==> src/rtl/time_pkg.sv <==
// Shared field layout, limits and FSM encoding for the time-of-day blocks.
package time_pkg;

  localparam int MIL_LSB  = 24;
  localparam int HOUR_LSB = 16;
  localparam int MIN_LSB  = 8;
  localparam int SEC_LSB  = 0;

  localparam logic [7:0] SEC_MAX    = 8'd59;
  localparam logic [7:0] MIN_MAX    = 8'd59;
  localparam logic [7:0] HOUR24_MAX = 8'd23;
  localparam logic [7:0] HOUR12_MAX = 8'd12;

  localparam int MIL_24H = 0;
  localparam int MIL_PM  = 1;

  // 24h mode, 00:00:00
  localparam logic [31:0] TIME_RST = 32'h0100_0000;

  typedef enum logic [1:0] {IDLE, SNAP, SEND, DONE} state_t;

endpackage

==> src/rtl/bin2bcd8.sv <==
// Binary byte to packed two-digit BCD; only built when TIME_READER_BCD_EN is defined.
`ifdef TIME_READER_BCD_EN
module bin2bcd8 (
  input  logic [7:0] bin_i,
  output logic [7:0] bcd_o
);

  always_comb begin
    bcd_o = (((bin_i / 8'd10) % 8'd10) << 4) | (bin_i % 8'd10);
  end

endmodule
`endif

==> src/rtl/time_advance.sv <==
// Combinational one-second advance of a {mil, hour, minute, second} word.
module time_advance
  import time_pkg::*;
(
  input  logic [31:0] time_i,
  output logic [31:0] time_o
);

  logic [7:0] mil, hour, minute, second;
  logic [7:0] mil_n, hour_n, min_n, sec_n;

  always_comb begin
    mil    = time_i[MIL_LSB  +: 8];
    hour   = time_i[HOUR_LSB +: 8];
    minute = time_i[MIN_LSB  +: 8];
    second = time_i[SEC_LSB  +: 8];
    mil_n  = mil;
    hour_n = hour;
    min_n  = minute;
    sec_n  = second + 8'd1;
    // Out-of-range loaded fields wrap the same way their maximum does.
    if (second >= SEC_MAX) begin
      sec_n = 8'd0;
      min_n = minute + 8'd1;
      if (minute >= MIN_MAX) begin
        min_n = 8'd0;
        if (mil[MIL_24H]) begin
          hour_n = (hour >= HOUR24_MAX) ? 8'd0 : hour + 8'd1;
        end else if (hour >= HOUR12_MAX) begin
          hour_n = 8'd1;
        end else begin
          hour_n = hour + 8'd1;
          if (hour == HOUR12_MAX - 8'd1) mil_n[MIL_PM] = ~mil[MIL_PM];
        end
      end
    end
    time_o = {mil_n, hour_n, min_n, sec_n};
  end

endmodule

==> src/rtl/time_reader.sv <==
// Running time-of-day counter with a snapshot byte-stream readout.
// Optional: TIME_READER_BCD_EN sends hour/minute/second bytes as packed BCD.
module time_reader
  import time_pkg::*;
#(
  parameter int TICKS_PER_SEC = 1
) (
  input  logic        clk,
  input  logic        rst,
  input  logic [31:0] time_in,
  input  logic        load,
  input  logic        tick_en,
  input  logic        rd_req,
  input  logic        byte_ready,
  output logic [7:0]  byte_out,
  output logic        byte_valid,
  output logic [1:0]  byte_idx,
  output logic        busy,
  output logic        done,
  output logic [31:0] time_now
);

  localparam int PW = (TICKS_PER_SEC > 1) ? $clog2(TICKS_PER_SEC) : 1;

  logic [31:0]   time_q, time_d, time_adv;
  logic [PW-1:0] presc_q, presc_d;

  time_advance u_advance (
    .time_i (time_q),
    .time_o (time_adv)
  );

  // Counter stage: load has priority and drops a coincident tick.
  always_comb begin
    time_d  = time_q;
    presc_d = presc_q;
    if (load) begin
      time_d  = time_in;
      presc_d = '0;
    end else if (tick_en) begin
      if (presc_q == PW'(TICKS_PER_SEC - 1)) begin
        presc_d = '0;
        time_d  = time_adv;
      end else begin
        presc_d = presc_q + 1'b1;
      end
    end
  end

  always_ff @(posedge clk) begin
    if (rst) begin
      time_q  <= TIME_RST;
      presc_q <= '0;
    end else begin
      time_q  <= time_d;
      presc_q <= presc_d;
    end
  end

  state_t      state_q;
  logic [31:0] shadow_q;
  logic [7:0]  byte_out_q;
  logic        byte_valid_q, busy_q, done_q;
  logic [1:0]  byte_idx_q;

  logic [31:0] sel_word;
  logic [1:0]  sel_idx;
  logic [7:0]  raw_byte, fmt_byte;

  // Byte that will be presented next: first byte comes straight from the
  // committing counter value so SNAP and the first SEND cycle agree.
  always_comb begin
    sel_word = (state_q == SNAP) ? time_d : shadow_q;
    sel_idx  = (state_q == SNAP) ? 2'd0 : byte_idx_q + 2'd1;
    case (sel_idx)
      2'd0:    raw_byte = sel_word[MIL_LSB  +: 8];
      2'd1:    raw_byte = sel_word[HOUR_LSB +: 8];
      2'd2:    raw_byte = sel_word[MIN_LSB  +: 8];
      default: raw_byte = sel_word[SEC_LSB  +: 8];
    endcase
  end

`ifdef TIME_READER_BCD_EN
  logic [7:0] bcd_byte;

  bin2bcd8 u_bcd (
    .bin_i (raw_byte),
    .bcd_o (bcd_byte)
  );

  assign fmt_byte = (sel_idx == 2'd0) ? raw_byte : bcd_byte;
`else
  assign fmt_byte = raw_byte;
`endif

  always_ff @(posedge clk) begin
    if (state_q == SNAP) shadow_q <= time_d;
  end

  // Readout FSM stage
  always_ff @(posedge clk) begin
    if (rst) begin
      state_q      <= IDLE;
      byte_out_q   <= 8'd0;
      byte_valid_q <= 1'b0;
      byte_idx_q   <= 2'd0;
      busy_q       <= 1'b0;
      done_q       <= 1'b0;
    end else begin
      case (state_q)
        IDLE: begin
          if (rd_req) begin
            state_q <= SNAP;
            busy_q  <= 1'b1;
          end
        end
        SNAP: begin
          state_q      <= SEND;
          byte_idx_q   <= 2'd0;
          byte_out_q   <= fmt_byte;
          byte_valid_q <= 1'b1;
        end
        SEND: begin
          if (byte_valid_q && byte_ready) begin
            if (byte_idx_q == 2'd3) begin
              state_q      <= DONE;
              byte_valid_q <= 1'b0;
              busy_q       <= 1'b0;
              done_q       <= 1'b1;
            end else begin
              byte_idx_q <= byte_idx_q + 2'd1;
              byte_out_q <= fmt_byte;
            end
          end
        end
        default: begin
          state_q <= IDLE;
          done_q  <= 1'b0;
        end
      endcase
    end
  end

  assign byte_out   = byte_out_q;
  assign byte_valid = byte_valid_q;
  assign byte_idx   = byte_idx_q;
  assign busy       = busy_q;
  assign done       = done_q;
  assign time_now   = time_q;

endmodule

==> config.mk <==
export PLATFORM = sky130hd
export DESIGN_NAME = time_reader
export DESIGN_NICKNAME = d
export VERILOG_FILES = /design/src/rtl/time_pkg.sv /design/src/rtl/bin2bcd8.sv /design/src/rtl/time_advance.sv /design/src/rtl/time_reader.sv
export SDC_FILE = /design/constraint.sdc
export NUM_CORES = 1
export LEC_CHECK = 0
export ABC_AREA = 1
export CAP_MARGIN = 20
export CORE_ASPECT_RATIO = 0.7
export CORE_UTILIZATION = 46
export CTS_CLUSTER_SIZE = 25
export DETAILED_ROUTE_END_ITERATION = 10
export PLACE_DENSITY = 0.77
export SLEW_MARGIN = 10
export SYNTH_ARGS = -nofsm -noshare
export SYNTH_HDL_FRONTEND = slang
export SYNTH_SLANG_ARGS = --single-unit
==> constraint.sdc <==
create_clock -name clk -period 1.75 [get_ports clk]
set_clock_uncertainty 0.1 [all_clocks]
set_input_delay 0.525 -clock clk [delete_from_list [all_inputs] [get_ports clk]]
set_output_delay 0.525 -clock clk [all_outputs]
set_load 0.01 [all_outputs]
==> results of run 1 <==
## power groups by stage
| stage | Sequential, mW | Combinational (mW) | Clock, mW |
|---|---|---|---|
| 2_1_floorplan | 2.53 | 1.18 | 0 |
| 4_1_cts | 2.51 | 2.13 | 2.21 |
| 3_3_place_gp | 2.52 | 2.04 | 0 |
| 5_1_grt | 2.57 | 2.59 | 2.27 |
| 3_5_place_dp | 2.54 | 2.10 | 0 |
| 6_report | 2.53 | 2.35 | 2.19 |
## metal layers
| layer | up-vias | wire (um) | track usage, % |
|---|---|---|---|
| met5 | - | 0 | 0 |
| met4 | 0 | 193 | 7.73 |
| met3 | 23 | 924 | 6.80 |
| met2 | 173 | 5620 | 43.3 |
| met1 | 1903 | 5190 | 35.5 |
| li1 | 1974 | - | - |
## logic make-up after synthesis
| family | Yosys count |
|---|---|
| flip-flops | 79 |
| AND/OR/NAND/NOR | 219 |
| multiplexers | 6 |
| XOR/XNOR | 4 |
| buffers and inverters | 94 |
| AO/OA/AOI/OAI | 101 |
| adder cells (fa/ha/maj) | 9 |
## Yosys cell counts (2+ instances only)
master | count | share of area [%]
o21ai_2 | 2 | 0.46
ha_1 | 9 | 3.0
mux2i_1 | 6 | 1.6
or2_2 | 3 | 0.50
nor2_1 | 50 | 5.0
nand4_1 | 23 | 3.8
o21ai_0 | 47 | 6.2
dfxtp_1 | 79 | 42
o21ai_1 | 16 | 2.1
clkbuf_1 | 10 | 0.99
buf_6 | 3 | 0.89
a21oi_1 | 15 | 2.0
nor3_1 | 2 | 0.26
nor2_4 | 2 | 0.59
nand2_1 | 106 | 11
inv_1 | 68 | 6.7
inv_2 | 4 | 0.40
o311ai_0 | 3 | 0.69
o211ai_1 | 2 | 0.40
xnor2_1 | 3 | 0.69
nor2_2 | 4 | 0.66
a31oi_1 | 3 | 0.50
buf_2 | 5 | 0.66
o22ai_1 | 2 | 0.33
a21oi_4 | 2 | 0.86
nand3_2 | 6 | 1.6
nand3_1 | 19 | 2.5
## path summary, 6_finish.rpt
| path | start | endpoint | slack, ns |
|---|---|---|---|
| worst min register to register | shadow_q[3] | shadow_q[3] | 0.36 |
| worst max register to register | time_now[8] | shadow_q[16] | -0.11 |
| worst min-delay path | shadow_q[3] | shadow_q[3] | 0.36 |
| worst max-delay path | time_now[8] | shadow_q[16] | -0.11 |
## per-stage QoR
stage	setup slack, ns	setup TNS [ns]	hold slack, ns
final	-0.113	-1.40	0.360
after global routing	-0.166	-3.87	0.380
after CTS	-0.130	-1.16	0.354
after detailed placement	-0.545	-22.68	0.345
after global placement	-0.482	-20.93	0.340
after floorplan	0.00785	0	0.322
## state kept, by name (all words and copies together), names as in the netlist
register / cells
done: 1
byte_out: 8
byte_valid: 1
byte_idx: 2
state_q: 2
time_now: 32
shadow_q: 32
busy: 1
## area by class of cell
class | instances | share of cell area, %
Inverter | 72 | 4.72
Clock inverter | 6 | 1.94
Clock buffer | 10 | 3.82
Sequential cell | 79 | 26.5
Multi-Input combinational cell | 339 | 36.1
Timing Repair Buffer | 161 | 24.8
Tap cell | 101 | 2.11
## what timing repair did
item,4_1_cts,5_1_grt
gates resized for setup,115,83
pin swaps,24,30
setup endpoints to repair,89,56
buffers inserted,7,7
## worst min-delay path, stage by stage, from the launching register on
cell	delay, ns
dfxtp_1	0.30
inv_1	0.07
o21ai_1	0.05
==> impl_results.md, run 1 <==
* Outcome: finished with violations
* Violated checks: negative setup slack
* #FFs+latches synth at 79
* CP top delay family: compound AO/OA/AOI/OAI gates
* Layout fillers at 569
* Synth Area in Adders at 2.97%
* F_max at 0.537 GHz
* CP Max Fanout at 4
* Design Power at 7.08 mW
* CP Cell Sequence: ha_4, or2_4, a21oi_4, nor2_8, buf_12, o21ai_2, o21ai_1, o21ai_1, inv_1, o21ai_1
* Cell count after synthesis at 512
* Max-slew headroom at 75.0%
* Data arrival, critical path at 2.04 ns
* TritonCTS clock tree: done
* Utilization after layout at 75.9%
* Worst r2r path cells at 10
* RSZ-0062 raised after global routing: true
* Final cell count without fillers at 768
* Hold Crit Class: reg -> reg
* Area delta synth->final at 58.3%
* First-pass GRT wire length at 18200 um
* Drt total wl at 11900 um
* Commonest non-fill, non-tap cells in the layout: nand2_1, dfxtp_1, buf_4
* Post-DP Area at 0.00517 sq mm
* Initial antenna violation count at 0
* Layout cells sized above 1 at 30.0%
* Die Y-Extent at 77.9 um
* Clk Latency, worst-skew pair at 0.35 ns
* Syn Nets at 559
* CTS clk-pin slew, worst paths at 0.06 ns
* XOR/XNOR Fraction of Synth Area at 0.925%
* P_leak at 2.80 nW
* Syn Area/Cell at 7.40 sq um
* Combinational group share of total power at 33.3%
* Nets@finish at 709
* Root Driver: clkbuf_16
* Slowest CP cell: dfxtp_2
* Setup CP Type: reg -> reg
* Final hold violations at 0
* CTS buffer count at 9
* Die width at 110 um
* Req. time, crit path at 1.92 ns
* DRT iter0 DRCs at 273
* # hold bufs at CTS at 0
* Cell mode on critical path: o21ai_1
* Tightest Pin Transition at 0.372 ns
* Post-synth top flop: dfxtp_1
* Sequential share of the synthesized area at 41.7%
* Crit path buf inv count at 2
* Slew Limit Fails at 0
* DRT Pass-1 Iters at 7
* Finished Cell Area at 0.00600 sq mm
* Overall Global Routing Usage at 26.8%
* Worst setup margin at -0.113 ns
* Initial Util at 47.9%
* Critical path depth at 10
* Max IR drop VDD at 0.856 mV
* H-tree depth at 3
* Crit-path max cell delay at 0.34 ns
* Setup violators final at 33
* Remaining Overflow, GRT at 0
* Footprint of the multi-input gates at 0.00216 sq mm
* Die area at 0.00861 sq mm
* Core area at 0.00791 sq mm
* Largest net degree at the start of global routing at 26
* Dpl cells at 739
* Power per Cell Area at 1180 mW/mm^2
* Post-synthesis simple-gate area fraction at 26.5%
* Clk buf depth at 2
* Final ANT Viol Nets at 0
* Hold Crit Depth at 2
* Switching share of power at 33.3%
* Post-synth EDFFs at 0
* Buffers on Ports at 82
* Routed WL per cell at 15.5 um
* P_sw at 2.35 mW
* YS warnings at 0
* Antenna Cells at 0
* Reg power frac at 35.8%
* Multiplexer share of the synthesized area at 1.59%
* Final worst path period need at 1.86 ns
* Largest family of logic cells by synthesized area: simple AND/OR/NAND/NOR gates
* Int Pwr at 4.72 mW
* Clk pwr share at 31.0%
* Synth unique cells at 45
* Number of global-route vias before repair at 3812
* GP Congestion at 0.919
* Vias per cell at 5.30
* Compound-cell area share of the yosys netlist at 15.8%
* Netlist Area Pre-Place at 0.00379 sq mm
* CP startpoint kind: flip-flop
* Commonest non-fill, non-tap cell in the layout: nand2_1
* Post-route DRC at 0
* Asr flop ratio synth at 0%
* # Max-Cap Violations at 0
* # IOs at 83
* Register area at 0.00159 sq mm
* CTS sink cnt at 79
* Post-route clock period utilization at 106%
* Worst setup EP type: flip-flop
* Row count at 27
* HPWL after DPL at 8040 um
* DR vias at 4073
Note: power is estimated with default switching activity, not from simulation.
==> run 2, diff against run 1 <==
CAP_MARGIN = not set   (was 20)
CTS_CLUSTER_DIAMETER = 100   (was not set)
==> results of run 2 <==
The final DEF is identical to that of run 1; final timing and power are the same.
